### config.mk
export PLATFORM = sky130hd
export DESIGN_NAME = adder_issue_stage
export DESIGN_NICKNAME = d
export VERILOG_FILES = /design/src/rtl/adder_pkg.sv /design/src/rtl/adder_issue_stage_rca.sv /design/src/rtl/adder_issue_stage.sv
export SDC_FILE = /design/constraint.sdc
export NUM_CORES = 1
export LEC_CHECK = 0
export ABC_AREA = 1
export CAP_MARGIN = 20
export CORE_ASPECT_RATIO = 0.9
export CORE_MARGIN = 3
export CORE_UTILIZATION = 50
export DETAILED_ROUTE_END_ITERATION = 7
export PLACE_DENSITY_LB_ADDON = 0.25
export SLEW_MARGIN = 20
export SYNTH_ARGS = -nofsm -noshare
export SYNTH_HDL_FRONTEND = slang
export SYNTH_SLANG_ARGS = --single-unit
export TNS_END_PERCENT = 10
### constraint.sdc
create_clock -name clk -period 16.99 [get_ports clk]
set_input_delay 1.699 -clock clk [delete_from_list [all_inputs] [get_ports clk]]
set_output_delay 1.699 -clock clk [all_outputs]
set_load 0.005 [all_outputs]
### src/rtl/adder_pkg.sv
// Shared definitions for the adder issue stage: datapath width and the
// issue-stage FSM state encoding.
package adder_pkg;

  localparam int WIDTH = 32;

  typedef enum logic [1:0] {
    IDLE   = 2'd0,
    SETTLE = 2'd1,
    HOLD   = 2'd2
  } state_t;

endpackage

### src/rtl/adder_issue_stage_rca.sv
// rippleCarryAdder32: plain 32-bit ripple-carry adder built from one full
// adder per bit. Purely combinational; the carry chain is long, so the issue
// stage treats it as a multicycle path. overFlow is the signed overflow,
// computed as the XOR of the carries into and out of bit 31.
module rippleCarryAdder32 (
  input  logic [31:0] A,
  input  logic [31:0] B,
  input  logic        Cin,
  output logic [31:0] S,
  output logic        Cout,
  output logic        overFlow
);

  logic [32:0] c;

  // Bit-serial carry propagation, LSB to MSB.
  always_comb begin
    S        = '0;
    c        = '0;
    c[0]     = Cin;
    for (int i = 0; i < 32; i++) begin
      S[i]     = A[i] ^ B[i] ^ c[i];
      c[i + 1] = (A[i] & B[i]) | (c[i] & (A[i] ^ B[i]));
    end
    Cout     = c[32];
    overFlow = c[32] ^ c[31];
  end

endmodule

### src/rtl/adder_issue_stage.sv
// adder_issue_stage: valid/ready issue and capture wrapper around
// rippleCarryAdder32. Operands are latched, held stable for SETTLE_CYCLES
// cycles while the ripple chain settles, then sum/carry/overflow are
// registered and offered downstream.
//
// Handshake: a transfer happens on a rising edge where valid and ready are
// both 1. in_ready depends only on state and out_ready (never on in_valid);
// out_* are held stable while out_valid=1 and out_ready=0. A source must
// hold its data until it is accepted.
//
// Optional feature: define STICKY_OVF_EN to add the ovf_sticky/ovf_clr
// ports and the sticky overflow register.
module adder_issue_stage
  import adder_pkg::*;
#(
  parameter int WIDTH         = adder_pkg::WIDTH,
  parameter int SETTLE_CYCLES = 2,
  parameter int CNT_W         = 4
) (
  input  logic             clk,
  input  logic             rst_n,
  input  logic             in_valid,
  output logic             in_ready,
  input  logic [WIDTH-1:0] in_a,
  input  logic [WIDTH-1:0] in_b,
  output logic             out_valid,
  input  logic             out_ready,
  output logic [WIDTH-1:0] out_sum,
  output logic             out_cout,
  output logic             out_ovf,
  output logic [15:0]      done_cnt,
`ifdef STICKY_OVF_EN
  output logic             ovf_sticky,
  input  logic             ovf_clr,
`endif
  output state_t           dbg_state
);

  // Configuration guards: the adder is fixed at 32 bits and the settle
  // counter must be able to hold SETTLE_CYCLES-1.
  if (WIDTH != 32) begin : g_bad_width
    $error("adder_issue_stage: WIDTH must be 32");
  end
  if (SETTLE_CYCLES < 1 || SETTLE_CYCLES > 15) begin : g_bad_settle
    $error("adder_issue_stage: SETTLE_CYCLES must be in 1..15");
  end
  if ((SETTLE_CYCLES - 1) >= (1 << CNT_W)) begin : g_bad_cnt_w
    $error("adder_issue_stage: CNT_W too narrow for SETTLE_CYCLES");
  end

  localparam logic [CNT_W-1:0] CNT_INIT = CNT_W'(SETTLE_CYCLES - 1);

  state_t           state_q, state_d;
  logic [CNT_W-1:0] cnt_q, cnt_d;
  logic [31:0]      a_q, a_d;
  logic [31:0]      b_q, b_d;
  logic [31:0]      sum_q, sum_d;
  logic             cout_q, cout_d;
  logic             ovf_q, ovf_d;
  logic             valid_q, valid_d;
  logic [15:0]      done_q, done_d;
  logic             capture;

  logic [31:0]      add_s;
  logic             add_cout;
  logic             add_ovf;

  // The adder sees only the frozen operand registers; Cin is always 0.
  rippleCarryAdder32 u_rca (
    .A        (a_q),
    .B        (b_q),
    .Cin      (1'b0),
    .S        (add_s),
    .Cout     (add_cout),
    .overFlow (add_ovf)
  );

  // Ready whenever idle, or when the held result leaves on this same edge.
  always_comb begin
    in_ready = (state_q == IDLE) | ((state_q == HOLD) & out_ready);
  end

  // Next-state, operand latch, settle countdown and result capture.
  always_comb begin
    state_d = state_q;
    cnt_d   = cnt_q;
    a_d     = a_q;
    b_d     = b_q;
    sum_d   = sum_q;
    cout_d  = cout_q;
    ovf_d   = ovf_q;
    valid_d = valid_q;
    done_d  = done_q;
    capture = 1'b0;
    unique case (state_q)
      IDLE: begin
        if (in_valid) begin
          a_d     = in_a;
          b_d     = in_b;
          cnt_d   = CNT_INIT;
          state_d = SETTLE;
        end
      end
      SETTLE: begin
        if (cnt_q != '0) begin
          cnt_d = cnt_q - 1'b1;
        end else begin
          capture = 1'b1;
          sum_d   = add_s;
          cout_d  = add_cout;
          ovf_d   = add_ovf;
          valid_d = 1'b1;
          done_d  = done_q + 16'd1;
          state_d = HOLD;
        end
      end
      HOLD: begin
        if (out_ready) begin
          valid_d = 1'b0;
          if (in_valid) begin
            // Same-edge handoff: old result leaves, new operands enter.
            a_d     = in_a;
            b_d     = in_b;
            cnt_d   = CNT_INIT;
            state_d = SETTLE;
          end else begin
            state_d = IDLE;
          end
        end
      end
      default: begin
        state_d = IDLE;
        valid_d = 1'b0;
      end
    endcase
  end

  // State and datapath registers; reset discards any in-flight operation.
  always_ff @(posedge clk) begin
    if (!rst_n) begin
      state_q <= IDLE;
      cnt_q   <= '0;
      a_q     <= '0;
      b_q     <= '0;
      sum_q   <= '0;
      cout_q  <= 1'b0;
      ovf_q   <= 1'b0;
      valid_q <= 1'b0;
      done_q  <= '0;
    end else begin
      state_q <= state_d;
      cnt_q   <= cnt_d;
      a_q     <= a_d;
      b_q     <= b_d;
      sum_q   <= sum_d;
      cout_q  <= cout_d;
      ovf_q   <= ovf_d;
      valid_q <= valid_d;
      done_q  <= done_d;
    end
  end

`ifdef STICKY_OVF_EN
  logic sticky_q, sticky_d;

  // Sticky overflow: a capture with overflow beats a simultaneous clear.
  always_comb begin
    sticky_d = sticky_q;
    if (ovf_clr) begin
      sticky_d = 1'b0;
    end
    if (capture && add_ovf) begin
      sticky_d = 1'b1;
    end
  end

  // Sticky overflow register.
  always_ff @(posedge clk) begin
    if (!rst_n) begin
      sticky_q <= 1'b0;
    end else begin
      sticky_q <= sticky_d;
    end
  end

  assign ovf_sticky = sticky_q;
`endif

  assign out_valid = valid_q;
  assign out_sum   = sum_q;
  assign out_cout  = cout_q;
  assign out_ovf   = ovf_q;
  assign done_cnt  = done_q;
  assign dbg_state = state_q;

endmodule

==> metrics.txt <==
status=completed; Pwr Total=slightly above 0.8 mW; Clock Latency Late Sink=a little over 0.4 ns; buffer and inverter count on the worst path=3; Hold Buf Count CTS=0; CTS Root Cell=clkbuf_16; setup_tns=0 ns; Area Growth Syn to Fin=35.6%; die area=approximately 0.012 mm²; DR WL met3=779 µm; Post-synth EDFFs=0; Fillers=801; mean area per synthesized cell=8.16 µm²; Max Cap Violations=0; Top delay family on crit path=adder cells; dpl hpwl=about 8.6 mm; sequential fraction of the synthesis area=46.5%; Die Wd=approximately 110 µm; met2 wire length=approximately 6.4 mm; Tcrit/Tclk final=approximately 77%; drt wl/cell=roughly 14 µm; met1 wire length=5.14 mm; Worst Path Arrival=approximately 13 ns; CP Capture Type=flip-flop; number of H-tree levels=4; Core ar.=just under 0.01 mm²; crit path time final=approximately 13 ns; via density per instance=about 5.1; Post-Layout Cell Count=just under 900; reg2reg path depth=36; Netlist cell types=26; CP Launch Type=flip-flop; slew at the pin closest to its max-slew limit=between 0.9 and 1 ns; number of global-route vias before repair=roughly 4.5k; vias post-DR=~4.5k; post-synthesis async set-or-reset flop share=0%; Post-CTS Setup Bufs=0; clk_skew=~0.0079 ns; CTS clk-pin slew, worst paths=~0.050 ns; grt ovf=0; crit-path max FO=2; synthesized flop and latch total=121; # setup viols final=0; RSZ-0062 raised after global routing=false; routed wire length=about 12 mm; DR pass1 iterations=4; placed cells=854; DRC Markers=0; CP most frequent cell=fa_1; Placer Congestion=a little under 0.8; total CTS buffers=17; post-cts gate resize count=0; gr usage total=22.3%; Post-Syn Area=~0.0052 mm²; largest net degree at the start of global routing=about 120; clk sink count=121; Max Freq=around 0.076 GHz; Critical Path RT=roughly 17 ns; global-route wire length before repair=~21 mm; Power Dens Cells=about 120 mW/mm²; Post-Syn Nets=between 700 and 800; P_leak=around 2.9 nW; Iter 0 DRT Violations=302; Top Metal Used=met4; Slew Limit Fails=0; CTS tree=built; endpoints failing hold=0; max incr delay on CP=0.43 ns; Starting Density=about 53%; Clock Path Buffers=2; initial antenna violation count=0; Die H=around 100 µm; Peak VDD IR=just under 100 µV; gate count after technology mapping=~640; share of cells above drive strength 1=6.19%; Most used DFF post-synth=dfxtp_1; Yosys warnings=0; Cell Rows=34; Worst Hold Class=reg -> reg; crit path max-delay cell type=fa_1; nets=850; Worst Setup Path Type=reg -> reg; Final ANT Viol Nets=0; io pins=122; cell count along the critical path=36; number of I/O port buffers=121; # diodes=0; slew margin rel.=approximately a third; final hold slack=approximately 0.47 ns; hold depth=2
## tightest hold or removal path, cell delays in order (launching register included)
cell     delay (ns)
dfxtp_1        0.31
nand2_1        0.06
a21oi_1        0.05
## sequential cells by signal (all words and copies together), names as in the netlist
name,count
a_q,32
b_q,32
cnt_q,4
dbg_state,2
done_cnt,16
out_cout,1
out_ovf,1
out_sum,32
out_valid,1
## synth_stat cells (2+ instances only)
master	n	area share (%)
nor2_8	2	0.77
nor2_2	3	0.36
nand2_2	2	0.24
a21oi_1	17	1.6
dfxtp_1	121	47
nor2_1	215	16
ha_1	4	0.96
fa_1	31	12
inv_1	34	2.5
nand4_1	7	0.84
o21ai_0	102	9.8
clkbuf_1	19	1.4
buf_2	13	1.2
nand3_1	7	0.67
xor2_1	2	0.34
inv_2	2	0.14
nand3_2	3	0.58
nand2_1	46	3.3
## where the power goes
group,internal [mW],total (mW),switching (mW)
combinational,0.0609,0.123,0.0620
sequential,0.311,0.331,0.0197
clock,0.252,0.374,0.121
## cells by family (layout without fill, tap and decap cells)
logic type	count (synthesis)	count (layout)	synth area share (%)
simple gates	287	287	22.7
buf+inv	69	190	5.43
xor+xnor	3	3	0.505
flops	121	121	46.5
compound gates	123	123	11.9
fa+ha+maj	35	35	12.9
## layout by cell type, fill, tap and decap left out, types with 2 or more instances in the layout
cell type          n
nand3_2            3
nand4_1            7
fa_1              31
buf_4              2
o21ai_0          102
nor2_1           215
ha_1               4
inv_2              2
a21oi_1           17
nand2_1           46
nor2_2             3
bufinv_16          3
dfxtp_1          121
clkinv_2           3
nand3_1            7
xor2_1             2
inv_1             34
clkbuf_8           6
clkbuf_16         17
nor2_8             2
nand2_2            2
clkdlybuf4s50_1  120
## final timing paths
path                     startpoint  slack, ns                        to
max             a_q[0]$_SDFFE_PN0P_       3.89  out_sum[31]$_SDFFE_PN0P_
min          out_valid$_SDFFE_PN0P_       0.47    out_valid$_SDFFE_PN0P_
max reg2reg     a_q[0]$_SDFFE_PN0P_       3.89  out_sum[31]$_SDFFE_PN0P_
min reg2reg  out_valid$_SDFFE_PN0P_       0.47    out_valid$_SDFFE_PN0P_
## metrics by stage
step           worst slack, ns  util, %  cell area (µm²)
2_1_floorplan             4.62        -             5200
3_3_place_gp              4.22     64.9             6440
3_5_place_dp              3.96     64.9             6440
4_1_cts                   3.85     71.2             7060
5_1_grt                   3.58     71.2             7060
6_report                  3.89     71.2             7060
## layer usage
layer,global-route usage (%),vias up
met1,26.6,2119
met2,39.5,120
met3,5.99,15
li1,-,2247
met5,0,-
met4,7.39,0
## area by class of cell
cell class	instances	area (µm²)	share of cell area [%]
Multi-Input combinational cell	448	2500	35.4
Clock inverter	7	113	1.59
Clock buffer	24	512	7.25
Timing Repair Buffer	123	1220	17.3
Tap cell	126	158	2.23
Inverter	36	135	1.91
Sequential cell	121	2420	34.3
Power figures use the tool's default switching activity.
